## src/rtl/i2s_decoder.sv

```systemverilog
// ---------------------------------------------------------------------------
// i2s_decoder
//
// I2S receiver. The external bit clock, word select and serial data are
// oversampled in the i_mclk domain. One 16-bit left/right sample pair is
// recovered per frame and presented with a single-cycle valid strobe.
// Lock and framing-error status are also reported.
//
// Ports
//   i_mclk    system clock; all logic runs on its rising edge
//   i_rst_x   asynchronous, active-low reset
//   i_bclk    external bit clock (asynchronous, <= i_mclk/4)
//   i_lrclk   external word select (0 = left, 1 = right)
//   i_sdata   external serial data, MSB first, one-bit I2S delay
//   o_data_l  last complete left sample
//   o_data_r  last complete right sample, paired with o_data_l
//   o_valid   one-cycle pulse when o_data_l/o_data_r update
//   o_err     one-cycle pulse on a short (malformed) half-frame
//   o_locked  high while receiving frames (LEFT or RIGHT state)
// ---------------------------------------------------------------------------
module i2s_decoder (
    input  logic        i_mclk,
    input  logic        i_rst_x,
    input  logic        i_bclk,
    input  logic        i_lrclk,
    input  logic        i_sdata,
    output logic [15:0] o_data_l,
    output logic [15:0] o_data_r,
    output logic        o_valid,
    output logic        o_err,
    output logic        o_locked
);

    typedef enum logic [1:0] {
        HUNT  = 2'd0,
        LEFT  = 2'd1,
        RIGHT = 2'd2
    } state_t;

    // Synchroniser chains, bit 0 = s1, bit 1 = s2, bit 2 = s3. All three
    // share the same depth so that data and word select stay aligned with
    // the detected bit-clock edge.
    logic [2:0]  bclk_sync;
    logic [2:0]  lr_sync;
    logic [2:0]  sd_sync;

    logic        lr_prev;
    logic [6:0]  bit_cnt;
    logic [6:0]  cnt_next;
    logic [15:0] shreg;
    logic [15:0] hold_l;

    logic        bclk_rise;
    logic        lr_s2;
    logic        sd_s2;
    logic        lr_chg;
    logic        well_formed;
    logic        shift_en;

    state_t      state_q;
    state_t      state_d;
    logic        latch_l;
    logic        emit;
    logic        frame_err;

    // ---- stage: input synchronisers -------------------------------------
    always_ff @(posedge i_mclk or negedge i_rst_x) begin
        if (!i_rst_x) begin
            bclk_sync <= 3'b000;
            lr_sync   <= 3'b000;
            sd_sync   <= 3'b000;
        end else begin
            bclk_sync <= {bclk_sync[1:0], i_bclk};
            lr_sync   <= {lr_sync[1:0],   i_lrclk};
            sd_sync   <= {sd_sync[1:0],   i_sdata};
        end
    end

    assign bclk_rise   = bclk_sync[1] & ~bclk_sync[2];
    assign lr_s2       = lr_sync[1];
    assign sd_s2       = sd_sync[1];
    assign lr_chg      = bclk_rise & (lr_s2 != lr_prev);
    // Counter value before clearing: slots 1..16 carried data in this half.
    assign well_formed = (bit_cnt >= 7'd16);
    assign cnt_next    = (bit_cnt == 7'd127) ? 7'd127 : bit_cnt + 7'd1;
    // The LR-change rise is the delay slot, so its data bit is never taken.
    assign shift_en    = bclk_rise & ~lr_chg & (cnt_next <= 7'd16);

    // ---- stage: bit slot tracking and data capture ------------------------
    always_ff @(posedge i_mclk or negedge i_rst_x) begin
        if (!i_rst_x) begin
            lr_prev <= 1'b0;
            bit_cnt <= 7'd0;
            shreg   <= 16'd0;
        end else if (bclk_rise) begin
            lr_prev <= lr_s2;
            bit_cnt <= lr_chg ? 7'd0 : cnt_next;
            if (shift_en) begin
                shreg <= {shreg[14:0], sd_s2};
            end
        end
    end

    // ---- frame state machine: state register ------------------------------
    always_ff @(posedge i_mclk or negedge i_rst_x) begin
        if (!i_rst_x) begin
            state_q <= HUNT;
        end else begin
            state_q <= state_d;
        end
    end

    // ---- frame state machine: next state ----------------------------------
    always_comb begin
        state_d   = state_q;
        latch_l   = 1'b0;
        emit      = 1'b0;
        frame_err = 1'b0;
        if (lr_chg) begin
            case (state_q)
                HUNT: begin
                    if (!lr_s2) begin
                        state_d = LEFT;
                    end
                end
                LEFT: begin
                    if (lr_s2) begin
                        if (well_formed) begin
                            latch_l = 1'b1;
                            state_d = RIGHT;
                        end else begin
                            frame_err = 1'b1;
                            state_d   = HUNT;
                        end
                    end
                end
                RIGHT: begin
                    if (!lr_s2) begin
                        if (well_formed) begin
                            emit    = 1'b1;
                            state_d = LEFT;
                        end else begin
                            frame_err = 1'b1;
                            state_d   = HUNT;
                        end
                    end
                end
                default: state_d = HUNT;
            endcase
        end
    end

    // ---- frame state machine: outputs -------------------------------------
    always_comb begin
        o_locked = (state_q == LEFT) || (state_q == RIGHT);
    end

    // ---- stage: output registers ------------------------------------------
    always_ff @(posedge i_mclk or negedge i_rst_x) begin
        if (!i_rst_x) begin
            hold_l   <= 16'd0;
            o_data_l <= 16'd0;
            o_data_r <= 16'd0;
            o_valid  <= 1'b0;
            o_err    <= 1'b0;
        end else begin
            o_valid <= emit;
            o_err   <= frame_err;
            if (latch_l) begin
                hold_l <= shreg;
            end
            if (emit) begin
                o_data_l <= hold_l;
                o_data_r <= shreg;
            end
        end
    end

endmodule
```

## config.mk

```make
export PLATFORM = sky130hd
export DESIGN_NAME = i2s_decoder
export DESIGN_NICKNAME = d
export VERILOG_FILES = /design/src/rtl/i2s_decoder.sv
export SDC_FILE = /design/constraint.sdc
export NUM_CORES = 1
export LEC_CHECK = 0
export ABC_AREA = 1
export ABC_CLOCK_PERIOD_IN_PS = 3700
export BUFFER_PORTS_ARGS = -buffer_cell sky130_fd_sc_hd__buf_2
export CORE_MARGIN = 2
export CORE_UTILIZATION = 62
export DETAILED_ROUTE_END_ITERATION = 16
export GPL_ROUTABILITY_DRIVEN = 0
export PLACE_DENSITY = 0.86
export SYNTH_ARGS = -nofsm -noshare
export SYNTH_HDL_FRONTEND = slang
export SYNTH_SLANG_ARGS = --single-unit
```

## constraint.sdc

```tcl
create_clock -name i_mclk -period 3.7 [get_ports i_mclk]
set_input_delay 0.925 -clock i_mclk [delete_from_list [all_inputs] [get_ports i_mclk]]
set_output_delay 0.925 -clock i_mclk [all_outputs]
set_load 0.02 [all_outputs]
```

==> run_summary.xml <==
<?xml version="1.0" encoding="UTF-8"?>
<metrics>
  <group name="run_status">
    <metric name="status" unit="">finished, final reports clean</metric>
  </group>
  <group name="synth">
    <metric name="avgSynthCellArea" unit="sq um">9.45</metric>
    <metric name="synth_xor_area_frac" unit="">0.00731</metric>
    <metric name="synth_compound_gate_area_share" unit="">0.0761</metric>
    <metric name="syn-instance-count" unit="">362</metric>
    <metric name="ys_ff_latch" unit="">83</metric>
    <metric name="synth.area.mux_share" unit="">0</metric>
    <metric name="yosysTopAreaCellShare" unit="">0.607</metric>
    <metric name="dominant_combinational_cell_family_by_area_after_synthesis" unit="">simple AND/OR/NAND/NOR gates</metric>
    <metric name="synth-simple-area-share" unit="">0.223</metric>
    <metric name="synth_fp_nets" unit="">373</metric>
    <metric name="synth.area.top_cells" unit="">dfrtp_1 (61%), nand2_1 (14%), o21ai_0 (3.7%)</metric>
    <metric name="synth_top_area_cell" unit="">dfrtp_1</metric>
    <metric name="synth-seq-area-share" unit="">0.607</metric>
    <metric name="mappedNetlistArea" unit="sq um">3420</metric>
    <metric name="yosys_warnings" unit="">0</metric>
    <metric name="synth_adder_area_share" unit="">0.0219</metric>
    <metric name="yosys.cell_types.count" unit="">28</metric>
  </group>
  <group name="placed_design">
    <metric name="placedCellCount" unit="">461</metric>
    <metric name="port_buffers" unit="">39</metric>
    <metric name="place.detailed.hpwl" unit="um">4150</metric>
  </group>
  <group name="global_routing">
    <metric name="maximum_number_of_pins_on_one_net_before_global_route_repair" unit="">84</metric>
    <metric name="gr-usage-all-layers" unit="">0.220</metric>
    <metric name="first_global_vias" unit="">2298</metric>
    <metric name="grt_pass1_wl" unit="um">10400</metric>
    <metric name="overflow" unit="">0</metric>
    <metric name="initial_antenna_violation_count" unit="">0</metric>
  </group>
  <group name="final_layout">
    <metric name="multiInputGateArea" unit="sq um">1120</metric>
    <metric name="fin_cells" unit="">477</metric>
    <metric name="syn2layout_area_growth" unit="%">12.2</metric>
    <metric name="nets" unit="">411</metric>
    <metric name="seqCellArea" unit="sq um">2080</metric>
    <metric name="fillerInstances" unit="">415</metric>
    <metric name="fraction_of_final_layout_cells_sized_beyond_drive_strength_1" unit="">0.178</metric>
    <metric name="antenna-diode-count" unit="">0</metric>
  </group>
  <group name="sta">
    <metric name="slew_viol_final" unit="">0</metric>
    <metric name="report.final.hold_viol_count" unit="">0</metric>
    <metric name="worst_slew_pin_slew" unit="ps">965</metric>
    <metric name="final_min_period_over_clock_period" unit="">0.611</metric>
    <metric name="fin_tns_setup" unit="ps">0</metric>
    <metric name="worst_slew_margin_relative_to_its_limit" unit="">0.357</metric>
    <metric name="layout_min_cycle_time" unit="ps">2260</metric>
    <metric name="highest_clock_frequency_the_design_can_meet" unit="GHz">0.442</metric>
    <metric name="clock-skew-final" unit="ps">11.8</metric>
    <metric name="grt_setup_unrepaired" unit="">no</metric>
    <metric name="setup_viol" unit="">0</metric>
    <metric name="finalHoldWorstSlack" unit="ps">351</metric>
  </group>
  <group name="run">
    <metric name="max_cap_viol_count" unit="">0</metric>
  </group>
  <group name="clock_network">
    <metric name="cts_post_setup_buffers_inserted" unit="">0</metric>
    <metric name="cts.root.buffer_cell" unit="">clkbuf_8</metric>
    <metric name="worstSkewPairLatency" unit="ps">350</metric>
    <metric name="clock_transition_at_the_registers_of_the_reported_paths" unit="ps">80</metric>
    <metric name="cts-buffers-inserted" unit="">9</metric>
    <metric name="clock_sinks" unit="">83</metric>
    <metric name="cts_tree" unit="">yes</metric>
    <metric name="cts.path.max_buffers" unit="">2</metric>
    <metric name="postCtsResizedCells" unit="">0</metric>
    <metric name="cts_h_tree_depth" unit="">3</metric>
    <metric name="cts-hold-fix-buffers" unit="">0</metric>
  </group>
  <group name="route">
    <metric name="ant_nets" unit="">0</metric>
    <metric name="vias_per_inst" unit="">5.20</metric>
    <metric name="drt-pass1-iter-count" unit="">4</metric>
    <metric name="drt_iter0_drc" unit="">230</metric>
    <metric name="route.detailed.drc" unit="">0</metric>
    <metric name="wirelength" unit="um">6070</metric>
    <metric name="routed_wire_length_per_instance" unit="um">12.7</metric>
    <metric name="vias" unit="">2482</metric>
  </group>
  <group name="power">
    <metric name="peak_supply_drop" unit="mV">0.317</metric>
    <metric name="p_leak" unit="nW">2.02</metric>
    <metric name="power_per_cell_area" unit="nW/um^2">503</metric>
  </group>
  <group name="critical_path">
    <metric name="setup.worst_path.start_class" unit="">register</metric>
    <metric name="path_cells" unit="">inv_1 -&gt; ha_1 -&gt; buf_2</metric>
    <metric name="cp.arrival" unit="ps">1340</metric>
    <metric name="cp-end-kind" unit="">output pin</metric>
    <metric name="path_max_fanout" unit="">4</metric>
    <metric name="slowest_stage" unit="">dfrtp_1</metric>
    <metric name="worst_path_largest_cell_delay" unit="ps">420</metric>
    <metric name="worst-setup-path-type" unit="">reg2out</metric>
    <metric name="required" unit="ps">2770</metric>
  </group>
  <group name="die">
    <metric name="core-area" unit="sq um">5410</metric>
    <metric name="design.portCount" unit="">40</metric>
    <metric name="chipHeight" unit="um">78.3</metric>
    <metric name="std_cell_rows" unit="">27</metric>
    <metric name="floorplan_die_area" unit="sq um">6130</metric>
    <metric name="die_x" unit="um">78.3</metric>
    <metric name="starting_density_of_the_core" unit="">0.633</metric>
  </group>
  <group name="worst_hold_path">
    <metric name="worst_hold_path_type" unit="">reg2reg</metric>
  </group>
</metrics>
[placed cells by master, fill, tap and decap left out]
cell type     n
clkbuf_8      9
buf_2        38
dfrtp_1      83
clkinv_2      2
clkinvlp_4    2
xor2_1        1
inv_1        32
inv_8         1
inv_2         1
inv_6         1
buf_4         1
nand4_1       1
a21oi_1       4
nand3_1      21
nand2_4       1
nand2_1     131
ha_1          6
o21ai_1      16
nand3_4       1
nand4_2       1
nor3_1        3
nand2_2       2
nand3b_1      1
o21ai_0      25
o21ai_2       4
bufinv_16     2
nand3_2       1
xor2_2        1
nor2_1        9
nor2_2        1
nor2_4        3
[stage by stage]
stage	setup slack, ps	utilization	area, sq um	total power, mW
CTS	1430	0.711	3840	1.94
finish	1440	0.711	3840	1.93
global placement	1750	0.669	3620	1.22
detailed placement	1670	0.669	3620	1.24
global route	1390	0.711	3840	2.02
floorplan	1960	-	3420	1.17
[critical path: cells and delay by family (launching register included)]
kind       cells  cell delay (ps)
flops          1              420
fa+ha+maj      1              320
buf+inv        2              260
[sequential cells by signal (all words and copies together), names as in the netlist, 2 cells and up]
| register | flops |
|---|---|
| state_q | 2 |
| o_data_r | 16 |
| shreg | 16 |
| o_data_l | 16 |
| lr_sync | 2 |
| bclk_sync | 3 |
| sd_sync | 2 |
| bit_cnt | 7 |
| hold_l | 16 |
[path summary, 6_finish.rpt]
check | start | to | slack (ps) | cells after the start
setup / recovery | state_q[0]$_DFFE_PN0P_ | o_locked | 1440 | 3
hold / removal | lr_sync[0]$_DFF_PN0_ | lr_sync[1]$_DFF_PN0_ | 350 | 0
setup reg to reg | state_q[0]$_DFFE_PN0P_ | o_data_l[2]$_DFFE_PN0P_ | 1640 | 8
hold reg to reg | lr_sync[0]$_DFF_PN0_ | lr_sync[1]$_DFF_PN0_ | 350 | 0
max in group asynchronous | i_rst_x | bit_cnt[0]$_DFFE_PN0P_ | 2360 | 1
min in group asynchronous | i_rst_x | o_data_l[3]$_DFFE_PN0P_ | 720 | 1
[synthesized netlist by cell type]
| cell type | n |
|---|---|
| inv_2 | 1 |
| buf_4 | 1 |
| nor2_2 | 1 |
| nand2_1 | 131 |
| xor2_2 | 1 |
| a21oi_1 | 4 |
| xor2_1 | 1 |
| nor2_4 | 3 |
| clkbuf_1 | 1 |
| nand3_4 | 1 |
| ha_1 | 6 |
| nand4_2 | 1 |
| dfrtp_1 | 83 |
| nand2_2 | 2 |
| inv_1 | 32 |
| nand2_4 | 1 |
| o21ai_0 | 25 |
| nand3b_1 | 1 |
| nand4_1 | 1 |
| nor3_1 | 3 |
| nor2_1 | 9 |
| o21ai_2 | 4 |
| o21ai_1 | 16 |
| nand3_1 | 21 |
| nand3_2 | 1 |
| buf_6 | 5 |
| buf_2 | 5 |
| clkinv_2 | 1 |
[area by class of cell]
type | count | share of cell area
sequential | 83 | 0.541
timing repair buffer | 39 | 0.0515
tap | 72 | 0.0235
clock buffer | 9 | 0.0322
clock inverter | 7 | 0.0261
multi-input combinational | 233 | 0.293
inverter | 34 | 0.0336
[power by group]
group / internal [mW] / switching [mW]
registers: 0.963 / 0.0525
clock network: 0.385 / 0.328
logic: 0.0674 / 0.135
total: 1.42 / 0.515
[metal layers]
| metal | part of all wire | wire length, um | global-route usage |
|---|---|---|---|
| met1 | 0.44 | 2650 | 0.292 |
| met2 | 0.49 | 2990 | 0.340 |
| met3 | 0.046 | 278 | 0.0402 |
| met4 | 0.025 | 152 | 0.137 |
| met5 | 0 | 0 | 0 |
[logic make-up (layout without fill, tap and decap cells)]
kind of cell             after synthesis  in the layout
AO/OA/AOI/OAI                         49             49
buffers and inverters                 46             89
AND/OR/NAND/NOR                      176            176
flip-flops                            83             83
adder cells (fa/ha/maj)                6              6
XOR/XNOR                               2              2
Note: power is estimated with default switching activity, not from simulation.
